### src/rtl/fsmc_pkg.sv
// Purpose: shared constants for the FSMC register slave (state indices, sync depth, defaults).
// Latency: n/a (package only).
// Backpressure: n/a.
package fsmc_pkg;

  // One-hot state bit positions
  localparam int ST_IDLE  = 0;
  localparam int ST_WRITE = 1;
  localparam int ST_RWAIT = 2;
  localparam int ST_DRIVE = 3;
  localparam int ST_HOLD  = 4;
  localparam int NUM_ST   = 5;

  localparam int SYNC_STAGES = 2;
  localparam int CNT_W       = 4;

  localparam int DEF_ADRW   = 8;
  localparam int DEF_DATW   = 16;
  localparam int DEF_RD_LAT = 1;

  typedef logic [NUM_ST-1:0] state_t;

  // One-hot encoding for a given state index
  function automatic state_t st_oh(input int idx);
    state_t v;
    v      = '0;
    v[idx] = 1'b1;
    return v;
  endfunction

endpackage

### src/rtl/synchroniser_rst.sv
// Purpose: W-bit multi-flop synchroniser whose flops reset to 1 (idle-high strobes).
// Latency: STAGES clk cycles from d_in to d_out.
// Backpressure: none; free-running.
// Ports: clk, nrst (async active-low), d_in[W] async input, d_out[W] synchronised output.
module synchroniser_rst #(
  parameter int W      = 3,
  parameter int STAGES = 2
) (
  input  logic         clk,
  input  logic         nrst,
  input  logic [W-1:0] d_in,
  output logic [W-1:0] d_out
);

  logic [STAGES-1:0][W-1:0] sync_q;
  logic [STAGES-1:0][W-1:0] sync_d;

  always_comb begin
    sync_d[0] = d_in;
    for (int i = 1; i < STAGES; i++) begin
      sync_d[i] = sync_q[i-1];
    end
  end

  always_ff @(posedge clk or negedge nrst) begin
    if (!nrst) begin
      sync_q <= '1;
    end else begin
      sync_q <= sync_d;
    end
  end

  assign d_out = sync_q[STAGES-1];

endmodule

### src/rtl/fsmc_reg_slave.sv
// Purpose: FSMC async-SRAM bus slave; turns host strobes into one-cycle register read/write strobes.
// Latency: strobe 1 cycle after the synchronised qualifier (3 clk after the pin edge); read drive RD_LAT cycles after do_read.
// Backpressure: none to the host unless FSMC_NWAIT_EN is defined, which adds aNWAIT held low while read data is pending.
// Ports: clk/nrst; host pins aNE/aNOE/aNWE/aNBL/aA/aD_in/aD_out/aD_oe;
//        register side rw_adr/do_write/w_data/w_be/do_read/read_data; prot_err/err_clr;
//        aNWAIT only when FSMC_NWAIT_EN is defined.
module fsmc_reg_slave
  import fsmc_pkg::*;
#(
  parameter int ADRW   = DEF_ADRW,
  parameter int DATW   = DEF_DATW,
  parameter int RD_LAT = DEF_RD_LAT
) (
  input  logic              clk,
  input  logic              nrst,
  input  logic              aNE,
  input  logic              aNOE,
  input  logic              aNWE,
  input  logic [DATW/8-1:0] aNBL,
  input  logic [ADRW-1:0]   aA,
  input  logic [DATW-1:0]   aD_in,
  output logic [DATW-1:0]   aD_out,
  output logic              aD_oe,
  output logic [ADRW-1:0]   rw_adr,
  output logic              do_write,
  output logic [DATW-1:0]   w_data,
  output logic [DATW/8-1:0] w_be,
  output logic              do_read,
  input  logic [DATW-1:0]   read_data,
  output logic              prot_err,
  input  logic              err_clr
`ifdef FSMC_NWAIT_EN
  ,
  output logic              aNWAIT
`endif
);

  localparam int BEW = DATW / 8;
  localparam logic [CNT_W-1:0] CNT_LOAD = CNT_W'(RD_LAT - 1);

  localparam state_t S_IDLE  = st_oh(ST_IDLE);
  localparam state_t S_WRITE = st_oh(ST_WRITE);
  localparam state_t S_RWAIT = st_oh(ST_RWAIT);
  localparam state_t S_DRIVE = st_oh(ST_DRIVE);
  localparam state_t S_HOLD  = st_oh(ST_HOLD);

  // Synchronised control strobes
  logic s_ne, s_noe, s_nwe;

  synchroniser_rst #(
    .W      (3),
    .STAGES (SYNC_STAGES)
  ) u_sync (
    .clk   (clk),
    .nrst  (nrst),
    .d_in  ({aNE, aNOE, aNWE}),
    .d_out ({s_ne, s_noe, s_nwe})
  );

  // Qualifiers evaluated in IDLE; mutually exclusive by construction
  logic wr_c, rd_c, err_c;
  assign wr_c  = ~s_ne & ~s_nwe &  s_noe;
  assign rd_c  = ~s_ne & ~s_noe &  s_nwe;
  assign err_c = ~s_ne & ~s_noe & ~s_nwe;

  state_t            state_q, state_d;
  logic [ADRW-1:0]   rw_adr_q, rw_adr_d;
  logic [DATW-1:0]   w_data_q, w_data_d;
  logic [BEW-1:0]    w_be_q, w_be_d;
  logic              do_write_q, do_write_d;
  logic              do_read_q, do_read_d;
  logic [CNT_W-1:0]  cnt_q, cnt_d;
  logic [DATW-1:0]   ad_out_q, ad_out_d;
  logic              prot_err_q, prot_err_d;

  // State register
  always_ff @(posedge clk or negedge nrst) begin
    if (!nrst) begin
      state_q <= S_IDLE;
    end else begin
      state_q <= state_d;
    end
  end

  // Next-state logic
  always_comb begin
    state_d = state_q;
    case (1'b1)
      state_q[ST_IDLE]: begin
        if (err_c)     state_d = S_HOLD;
        else if (wr_c) state_d = S_WRITE;
        else if (rd_c) state_d = S_RWAIT;
      end
      state_q[ST_WRITE]: if (s_ne | s_nwe) state_d = S_IDLE;
      // Host giving up mid-wait abandons the read; do_read has already fired
      state_q[ST_RWAIT]: begin
        if (s_ne | s_noe)      state_d = S_IDLE;
        else if (cnt_q == '0)  state_d = S_DRIVE;
      end
      state_q[ST_DRIVE]: if (s_ne | s_noe) state_d = S_IDLE;
      state_q[ST_HOLD]:  if (s_ne) state_d = S_IDLE;
      default:           state_d = S_IDLE;
    endcase
  end

  // Output / datapath logic
  always_comb begin
    rw_adr_d   = rw_adr_q;
    w_data_d   = w_data_q;
    w_be_d     = w_be_q;
    do_write_d = 1'b0;
    do_read_d  = 1'b0;
    cnt_d      = cnt_q;
    ad_out_d   = ad_out_q;
    // A new error in the same cycle as err_clr keeps the flag set
    prot_err_d = err_clr ? 1'b0 : prot_err_q;

    if (state_q[ST_IDLE]) begin
      if (err_c) begin
        prot_err_d = 1'b1;
      end else if (wr_c) begin
        do_write_d = 1'b1;
        rw_adr_d   = aA;
        w_data_d   = aD_in;
        w_be_d     = ~aNBL;
      end else if (rd_c) begin
        do_read_d  = 1'b1;
        rw_adr_d   = aA;
        cnt_d      = CNT_LOAD;
      end
    end

    if (state_q[ST_RWAIT] && !(s_ne | s_noe)) begin
      if (cnt_q == '0) begin
        ad_out_d = read_data;
      end else begin
        cnt_d = cnt_q - 4'd1;
      end
    end
  end

  always_ff @(posedge clk or negedge nrst) begin
    if (!nrst) begin
      rw_adr_q   <= '0;
      w_data_q   <= '0;
      w_be_q     <= '0;
      do_write_q <= 1'b0;
      do_read_q  <= 1'b0;
      cnt_q      <= '0;
      ad_out_q   <= '0;
      prot_err_q <= 1'b0;
    end else begin
      rw_adr_q   <= rw_adr_d;
      w_data_q   <= w_data_d;
      w_be_q     <= w_be_d;
      do_write_q <= do_write_d;
      do_read_q  <= do_read_d;
      cnt_q      <= cnt_d;
      ad_out_q   <= ad_out_d;
      prot_err_q <= prot_err_d;
    end
  end

  assign rw_adr   = rw_adr_q;
  assign w_data   = w_data_q;
  assign w_be     = w_be_q;
  assign do_write = do_write_q;
  assign do_read  = do_read_q;
  assign aD_out   = ad_out_q;
  assign prot_err = prot_err_q;

  // Registered state gated by live strobes so the pad releases as soon as the host lets go
  assign aD_oe = state_q[ST_DRIVE] & ~s_ne & ~s_noe;

`ifdef FSMC_NWAIT_EN
  // Low for every cycle spent in RWAIT; releases on the edge that enters DRIVE
  logic nwait_q, nwait_d;

  always_comb begin
    nwait_d = ~state_d[ST_RWAIT];
  end

  always_ff @(posedge clk or negedge nrst) begin
    if (!nrst) begin
      nwait_q <= 1'b1;
    end else begin
      nwait_q <= nwait_d;
    end
  end

  assign aNWAIT = nwait_q;
`endif

endmodule

### config.mk
export PLATFORM = sky130hd
export DESIGN_NAME = fsmc_reg_slave
export DESIGN_NICKNAME = d
export VERILOG_FILES = /design/src/rtl/fsmc_pkg.sv /design/src/rtl/synchroniser_rst.sv /design/src/rtl/fsmc_reg_slave.sv
export SDC_FILE = /design/constraint.sdc
export NUM_CORES = 1
export LEC_CHECK = 0
export ABC_AREA = 1
export CORE_ASPECT_RATIO = 0.6
export CORE_MARGIN = 3
export CORE_UTILIZATION = 41
export CTS_BUF_LIST = sky130_fd_sc_hd__clkbuf_4
export CTS_CLUSTER_SIZE = 40
export DETAILED_ROUTE_END_ITERATION = 10
export PLACE_DENSITY_LB_ADDON = 0.2
export SYNTH_ARGS = -nofsm -noshare
export SYNTH_HDL_FRONTEND = slang
export SYNTH_HIERARCHICAL = 1
export SYNTH_SLANG_ARGS = --single-unit
### constraint.sdc
create_clock -name clk -period 1.25 [get_ports clk]
set_clock_uncertainty 0.1 [all_clocks]
set_input_delay 0.25 -clock clk [delete_from_list [all_inputs] [get_ports clk]]
set_output_delay 0.25 -clock clk [all_outputs]
set_load 0.05 [all_outputs]
[Word-level counts from Yosys, hierarchy flattened]
Index checks and enable logic that the tools add are counted.
W data, S select, Z words.
Word-level totals
  output and inout bits: 46
  input bits: 48
  flip-flop bits (word level): 60
  logic and storage cells: 75
Cells by class
  multiplexer cells: 31
  eq/ne operators: 4
  $add $sub $neg: 1
  reductions and logical operators: 10
  bitwise gates (word level): 14
Operators by type and width (count)
  $mux W5: 13
  $mux W4: 6
  $mux W8: 2
  $mux W1: 10
  $reduce_and A3 Y1: 3
  $and A1 B1 Y1: 7
  $ne A5 B3 Y1 const B: 1
  $ne A5 B4 Y1 const B: 1
  $logic_not A4 Y1: 1
  $ne A4 B4 Y1 const B: 1
  $not A1 Y1: 4
  $reduce_and A2 Y1: 2
  $reduce_and A4 Y1: 1
  $sub A4 B1 Y4 const B: 1
  $ne A3 B2 Y1 const B: 1
  $not A2 Y2: 1
  $or A1 B1 Y1: 2
  $reduce_bool A2 Y1: 1
  $logic_and A1 B1 Y1: 1
  $logic_not A1 Y1: 1

[Logic depth before layout (Yosys ltp)]
Gate-level depths: netlist of run 1.
  depth after elaboration: 9
  mapped depth: 8

[Hierarchy]
Netlist of run 1, hierarchy kept.
By module, submodules not included
  fsmc_reg_slave: area each 2386.0 um2, cells an instance 260, instances 1, sequential area each 1352.5 um2
  synchroniser_rst: area each 157.7 um2, cells an instance 6, instances 1, sequential area each 157.7 um2

[Worst setup path before layout of run 1]
No wires, ideal clock.
  path type: reg-to-reg
  start: reg u_sync.sync_q (netlist bit u_sync/d_out[2])
  end: reg state_q[4]
  arrival: 1.238 ns
  clock period less this slack: 1.403 ns
  cell stages (with the launch flop): 8
  library setup time: 0.065 ns
  data required time: 1.085 ns
  setup slack: -0.153 ns
  path through: dfstp_2 > nor2_1 > nand2_1 > inv_1 > nand3_1 > nand3_1 > nand2_1 > nand2_1
Between the ends
  cells in the longest elaborated chain, start to end: 6
Ends and longest elaborated chain
  start: declaration: line synchroniser_rst.sv:15  | logic [STAGES-1:0][W-1:0] sync_q;
  start signal: assignment: line synchroniser_rst.sv:29  | sync_q <= sync_d;
  $mux W5 or $not A1 Y1 (tied branches)
  $mux W5 or $and A1 B1 Y1 (tied branches) (2 in a row): line fsmc_reg_slave.sv:88, fsmc_reg_slave.sv:62
  $mux W5, on equally long branches: line fsmc_reg_slave.sv:88, fsmc_reg_slave.sv:91
  $mux W5, on equally long branches: line fsmc_reg_slave.sv:88, fsmc_reg_slave.sv:90
  $mux W5: line fsmc_reg_slave.sv:88  | case (1'b1)
  end signal: assignment: line fsmc_reg_slave.sv:81  | state_q <= state_d;
  end: declaration: line fsmc_reg_slave.sv:66  | state_t state_q, state_d;
Parallel ways exist; a longest one is shown, timed or not.
A chain may end at the register's enable or synchronous reset.

[Worst setup path in the final report of run 1]
  start: reg u_sync.sync_q (netlist bit u_sync/d_out[1])
  end: reg state_q[0]
Between the ends
  cells in the longest elaborated chain, start to end: 7
Ends and longest elaborated chain
  $not A1 Y1: line fsmc_reg_slave.sv:63, fsmc_reg_slave.sv:64
  $and A1 B1 Y1: line fsmc_reg_slave.sv:63, fsmc_reg_slave.sv:64
  $and A1 B1 Y1: line fsmc_reg_slave.sv:63  | assign rd_c = ~s_ne & ~s_noe & s_nwe;
  $mux W5: line fsmc_reg_slave.sv:92  | else if (rd_c) state_d = S_RWAIT;
  $mux W5: line fsmc_reg_slave.sv:91  | else if (wr_c) state_d = S_WRITE;
  $mux W5: line fsmc_reg_slave.sv:90  | if (err_c) state_d = S_HOLD;
  $mux W5 *: line fsmc_reg_slave.sv:88
  via state_d[0]: line fsmc_reg_slave.sv:66
Mark *: on every way through the listed nets, which the timed path passes. The rest lies on a longest branch. The select of a mux whose other input is x is not followed.

==> summary.txt, run 1 <==
outcome: finished, violations left
failing checks: setup timing
Fin. Hold Viols: 0
initial core utilization: 44.0%
data arrival time of the worst path: 1.99 ns
clk slew on worst S/H paths: 0.11 ns
fin util: 86.9%
global-route layer with the greatest usage: met2
minimum clock period: 1.73 ns
sequential fraction of the synthesis area: 59.4%
Synth Area per Inst: 9.56 um^2
crit path cell chain: buf_4, inv_2, nand2_4, nor2_8, buf_4, inv_2, nand3_1, nand2_1, nand2_1, nand2_1
Yosys reg bits: 60
HP Class: primary input to register
Post-DRT Antenna Nets: 0
row cnt: 21
share of cells above drive strength 1: 46.0%
register-to-register setup slack: -0.48 ns
most frequent cells after synthesis: nand2_1, dfrtp_1, inv_1
GR Overflow Total: 0
final wirelength: 10600 um
area of the multi-input gates: 970 um^2
buffer and inverter count on the worst path: 4
Mapped Nets: 315
Non-Filler Instances: 528
Final Instance Area: 0.00502 mm^2
pin count of the biggest net entering global routing: 41
LEAKAGE: 2.54 nW
met3 Use GR: 13.6%
crit-path max FO: 5
Bufs on Longest Clock Path: 2
Max H-tree Level: 3
core box area: 0.00578 mm^2
Achievable Freq: 0.578 GHz
CTS Buf Count: 9
Post-synth EDFFs: 0
Yosys cell types: 26
worst slew pin tran: 0.302 ns
M2 GR Usage: 45.2%
largest area contributor in the netlist: dfrtp_1
placed cell areas: 0.00425 mm^2
ys flop type: dfrtp_1
most frequent cell after synthesis: nand2_1
Max-Cap Viols: 0
Post-synth ARST share: 100%
Most common cell on crit path: nand2_1
Worst VDD drop: 1.68 mV
first-pass GRT wire length: 13800 um
DR WL/cell: 20.1 um
Die X: 108 um
Area Overhead vs Synth: 97.5%
Ports: 94
slowest CP cell: dfstp_2
Synth Cell Area: 0.00254 mm^2
Crit Path Class: register to register
Initial DRC Count: 202
Initial DRT Pass Iterations: 4
ranking of synthesized cells by area: dfrtp_1, nand2_1, dfstp_2
TritonCTS clock tree: yes
Port-buffer cells: 93
antenna violations before repair: 0
met1 global-route usage: 27.2%
power per cell area: 2690 mW/mm^2
via count: 2757
family with the most delay on the worst path: flip-flops
ANT cells: 0
placer congestion estimate: 0.869
Design Power: 13.5 mW
Max stage delay on crit path: 0.58 ns
Reg area: 0.00151 mm^2
Cells after Synth: 266
Placed Instances: 460
Die Span Y: 67.0 um
top cell type's share of synthesized area: 52.1%
Final period util: 138%
Detail Placement HPWL: 5280 um
RSZ-0062 raised after global routing: true
critical path launch point type: register
relative slew slack: 79.7%
Clock Tree Root: clkbuf_4
worst skew pair latency: 0.41 ns
Worst EP required: 1.51 ns
fin nets: 492
vias per inst: 5.22
Pins Over Slew Limit: 0
critical path capture point type: register
# fillers: 254
vias in the first global route: 2733
DRC: 0
yosys synthesis warning count: 6
Die ar.: 0.00722 mm^2
WHS: 0.133 ns
Setup violations, final: 99
GRT Total Usage: 26.0%
setup ws final: -0.480 ns
Clock Sinks: 60
==> final cells by class <==
type	instances	share of cell area, %
clock buffers	10	1.49
clock inverters	6	1.77
inverters	32	2.59
multi-input cells	167	19.3
flip-flops and latches	60	30.1
well taps	80	1.99
repair buffers	171	42.5
repair inverters	2	0.299
==> per-stage QoR <==
stage | setup TNS, ns | worst slack (ns)
after CTS | -16.98 | -0.406
after global placement | -3.48 | -0.187
after global routing | -25.63 | -0.506
final | -21.40 | -0.480
after floorplan | -0.381 | -0.153
after detailed placement | -5.15 | -0.172
==> sequential cells by signal (all words and copies together), names as in the netlist <==
| name | count |
|---|---|
| do_read | 1 |
| u_sync/sync_d | 3 |
| state_q | 5 |
| u_sync/d_out | 3 |
| cnt_q | 4 |
| aD_out | 16 |
| prot_err | 1 |
| do_write | 1 |
| w_data | 16 |
| rw_adr | 8 |
| w_be | 2 |
==> cell families after synthesis <==
logic type,share of synthesized area (%)
and+or+nand+nor,23.3
DFF,59.4
buffers and inverters,7.87
AOI/OAI and AO/OA,8.26
xor gates and xnor gates,0.689
adders and majority gates,0.492
==> per-layer routing <==
layer,up-vias,share of wire [%],routed length [um]
met5,-,0,0
met4,0,5.0,533
met3,60,11,1200
met2,174,49,5170
met1,1333,35,3730
li1,1190,-,-
==> worst paths after layout <==
check                                           startpoint                          to  depth (start not counted)
min in group asynchronous                             nrst      state_q[2]$_DFFE_PN0P_                          3
worst max register to register   u_sync/d_out[1]$_DFF_PN1_        state_q[0]$_DFF_PN1_                         10
worst min-delay path                                  aNWE  u_sync/sync_d[3]$_DFF_PN1_                          1
worst max-delay path             u_sync/d_out[1]$_DFF_PN1_        state_q[0]$_DFF_PN1_                         10
worst min register to register  u_sync/sync_d[3]$_DFF_PN1_   u_sync/d_out[0]$_DFF_PN1_                          0
max in group asynchronous                             nrst       aD_out[7]$_DFFE_PN0P_                          3
==> cell usage in the layout, fill, tap and decap left out, drive strengths merged <==
cell	synthesis	final
clkinvlp	0	2
nand3	20	21
bufbuf	0	1
clkbuf	0	10
ha	1	1
o22ai	2	2
xor2	1	1
nor2	9	9
o21ai	22	22
buf	8	123
dfstp	7	7
bufinv	0	2
dfrtp	53	53
a21oi	2	2
clkdlybuf4s50	0	46
inv	32	33
clkinv	0	3
xnor2	1	1
nand4	2	2
nand2	104	104
a22oi	1	1
dlygate4sd3	0	1
a31oi	1	1
==> where the power goes <==
group / internal, mW / leakage, nW / total [mW] / switching [mW]
logic: 4.07 / 1.72 / 8.26 / 4.18
registers: 2.71 / 0.735 / 3.64 / 0.927
clock network: 0.833 / 0.0826 / 1.61 / 0.777
==> what timing repair did <==
item	in CTS	in global routing
resized for setup	43	11
setup endpoints to repair	99	100
cloned	6	1
hold buffers	1	0
endpoints found under the hold margin	60	0
setup buffers	27	17
pin swaps	6	2
No activity file was read; power rests on OpenSTA's default activity.
==> run 2: changes to the inputs <==
--- a/config.mk
+++ b/config.mk
@@ -12,7 +12,7 @@
 export CTS_BUF_LIST = sky130_fd_sc_hd__clkbuf_4
 export CTS_CLUSTER_SIZE = 40
 export DETAILED_ROUTE_END_ITERATION = 10
-export PLACE_DENSITY_LB_ADDON = 0.2
+export PLACE_DENSITY = 0.8
 export SYNTH_ARGS = -nofsm -noshare
 export SYNTH_HDL_FRONTEND = slang
 export SYNTH_HIERARCHICAL = 1
==> run 2 against run 1 <==
  * The run still ends with setup timing left
  * Hold slack improved by 0.027 ns
  * Die area unchanged
  * Fmax grew 1.8%
  * Critical path depth is the same
  * Utilization shrank 1.4 points
  * Non-clock buffer count down 6
  * Cell count decreased by 1.5%
  * Sequential power down 1%
  * Routed wire length is 12% lower
==> summary.txt, run 2 (synthesis results as in run 1) <==
outcome: finished, violations left (unchanged)
failing checks: setup timing (unchanged)
Max-Cap Viols: 0 (unchanged)
LEAKAGE: 2.51 nW (was 2.54 nW)
placer congestion estimate: 0.821 (was 0.869)
Die X: 108 um (unchanged)
area of the multi-input gates: 961 um^2 (was 970 um^2)
HP Class: primary input to register (unchanged)
Ports: 94 (unchanged)
WHS Endpoint: u_sync/sync_d[5]$_DFF_PN1_ (was u_sync/sync_d[3]$_DFF_PN1_)
Reg area: 0.00151 mm^2 (about the same)
Area Overhead vs Synth: 94.4% (was 97.5%)
Initial DRT Pass Iterations: 5 (was 4)
initial core utilization: 44.0% (unchanged)
share of cells above drive strength 1: 46.1% (was 46.0%)
vias in the first global route: 2519 (was 2733)
Die ar.: 0.00722 mm^2 (unchanged)
register-to-register setup slack: -0.45 ns (was -0.48 ns)
# fillers: 284 (was 254)
core box area: 0.00578 mm^2 (unchanged)
R2R cell count: 10 (unchanged)
Max H-tree Level: 3 (unchanged)
ANT cells: 0 (unchanged)
DR WL/cell: 18.0 um (was 20.1 um)
critical path capture point type: register (unchanged)
capturing point of the worst reg2reg path: state_q[0]$_DFF_PN1_ (unchanged)
Clock Sinks: 60 (unchanged)
GR Overflow Total: 0 (unchanged)
via count: 2631 (was 2757)
fin util: 85.5% (was 86.9%)
row cnt: 21 (unchanged)
relative slew slack: 76.6% (was 79.7%)
Port-buffer cells: 93 (unchanged)
Design Power: 12.9 mW (was 13.5 mW)
Bufs on Longest Clock Path: 2 (unchanged)
vias per inst: 5.06 (was 5.22)
Final period util: 136% (was 138%)
Reg-to-Reg Start: u_sync/d_out[2]$_DFF_PN1_ (was u_sync/d_out[1]$_DFF_PN1_)
Initial DRC Count: 258 (was 202)
crit-path max FO: 5 (unchanged)
Setup violations, final: 99 (unchanged)
minimum clock period: 1.70 ns (was 1.73 ns)
Post-DRT Antenna Nets: 0 (unchanged)
Clock Tree Root: clkbuf_4 (unchanged)
most common cell after layout, fill and taps aside: nand2_1 (unchanged)
Detail Placement HPWL: 5100 um (was 5280 um)
fin nets: 484 (was 492)
first-pass GRT wire length: 12700 um (was 13800 um)
antenna violations before repair: 0 (unchanged)
critical path launch point type: register (unchanged)
Die Span Y: 67.0 um (unchanged)
Worst EP required: 1.47 ns (was 1.51 ns)
setup ws final: -0.449 ns (was -0.480 ns)
GRT Total Usage: 23.6% (was 26.0%)
worst skew pair latency: 0.39 ns (was 0.41 ns)
worst slew pin tran: 0.350 ns (was 0.302 ns)
clk slew on worst S/H paths: 0.10 ns (was 0.11 ns)
Worst VDD drop: 1.69 mV (was 1.68 mV)
Pins Over Slew Limit: 0 (unchanged)
DRC: 0 (unchanged)
most frequent cells in the layout: nand2_1, dfrtp_1, buf_4 (was nand2_1, buf_4, buf_12)
RSZ-0062 raised after global routing: true (unchanged)
power per cell area: 2610 mW/mm^2 (was 2690 mW/mm^2)
final wirelength: 9380 um (was 10600 um)
Fin. Hold Viols: 0 (unchanged)
Hold Path Origin: aNE (was aNWE)
data arrival time of the worst path: 1.92 ns (was 1.99 ns)
hold path depth: 1 (unchanged)
WHS: 0.160 ns (was 0.133 ns)
Achievable Freq: 0.588 GHz (was 0.578 GHz)
pin count of the biggest net entering global routing: 61 (was 41)
CTS Buf Count: 9 (unchanged)
Crit Path Class: register to register (unchanged)
TritonCTS clock tree: yes (unchanged)
## run 2: changes by cell type in the layout (fill, tap and decap cells not counted), moves of 2 or more
| cell | before | now |
|---|---|---|
| clkinv_4 | 2 | 0 |
| nor2_1 | 3 | 5 |
| nand2_1 | 86 | 74 |
| nor2_2 | 3 | 1 |
| buf_6 | 7 | 10 |
| clkinv_1 | 0 | 4 |
| buf_12 | 53 | 51 |
| clkinvlp_4 | 2 | 0 |
| nand2_2 | 13 | 27 |
| buf_4 | 61 | 52 |
## run 2: stage by stage
step	std cells	TNS [ns]	setup WS, ns	cell area [um^2]
after CTS	502	-16.82	-0.393	4720
after floorplan	266	-0.381	-0.153	2560
after global placement	456	-3.37	-0.100	4200
final	520	-19.28	-0.449	4940
after detailed placement	456	-5.43	-0.153	4200
after global routing	520	-24.13	-0.485	4940
## run 2: how the worst max path moves through the flow
stage | endpoint | start
CTS | aD_oe | u_sync/d_out[1]$_DFF_PN1_
floorplan | state_q[4]$_DFFE_PN0P_ | u_sync/d_out[2]$_DFF_PN1_
finish | state_q[0]$_DFF_PN1_ | u_sync/d_out[2]$_DFF_PN1_
detailed placement | rw_adr[3]$_DFFE_PN0P_ | u_sync/d_out[1]$_DFF_PN1_
global route | state_q[0]$_DFF_PN1_ | u_sync/d_out[2]$_DFF_PN1_
global placement | rw_adr[2]$_DFFE_PN0P_ | u_sync/d_out[1]$_DFF_PN1_
## run 2: cell type report
cell class                 instances  area share, %
timing repair inverter             1          0.177
tap                               80           2.02
multi-input combinational        166           19.4
inverter                          32           2.78
clock buffer                      11           1.67
clock inverter                     5          0.911
timing repair buffer             165           42.5
sequential                        60           30.5
## run 2: power breakdown
group,switching (mW),internal [mW]
logic,4.04,3.97
clock network,0.687,0.631
registers,0.885,2.71
total,5.61,7.31
## run 2: worst max-delay path: stages, from the launching register on
cell     delay, ns
dfstp_2       0.58
buf_4         0.16
inv_4         0.05
nand2_4       0.10
nor2_8        0.05
buf_4         0.16
inv_2         0.08
nand3_2       0.09
nand2_2       0.09
nand2_1       0.06
nand2_1       0.10
## run 2: what timing repair did
action	CTS	global route
hold endpoints to repair	53	0
buffers inserted	27	16
setup endpoints to repair	98	99
resized for setup	39	22
pin swaps	9	5
cloned	2	2
hold buffers	1	0
## run 2: metal layers
| metal | GRT usage, % | part of all wire [%] |
|---|---|---|
| met3 | 9.39 | 8.2 |
| met1 | 27.6 | 39 |
| met4 | 6.30 | 2.2 |
| met2 | 40.6 | 51 |
| met5 | 0 | 0 |
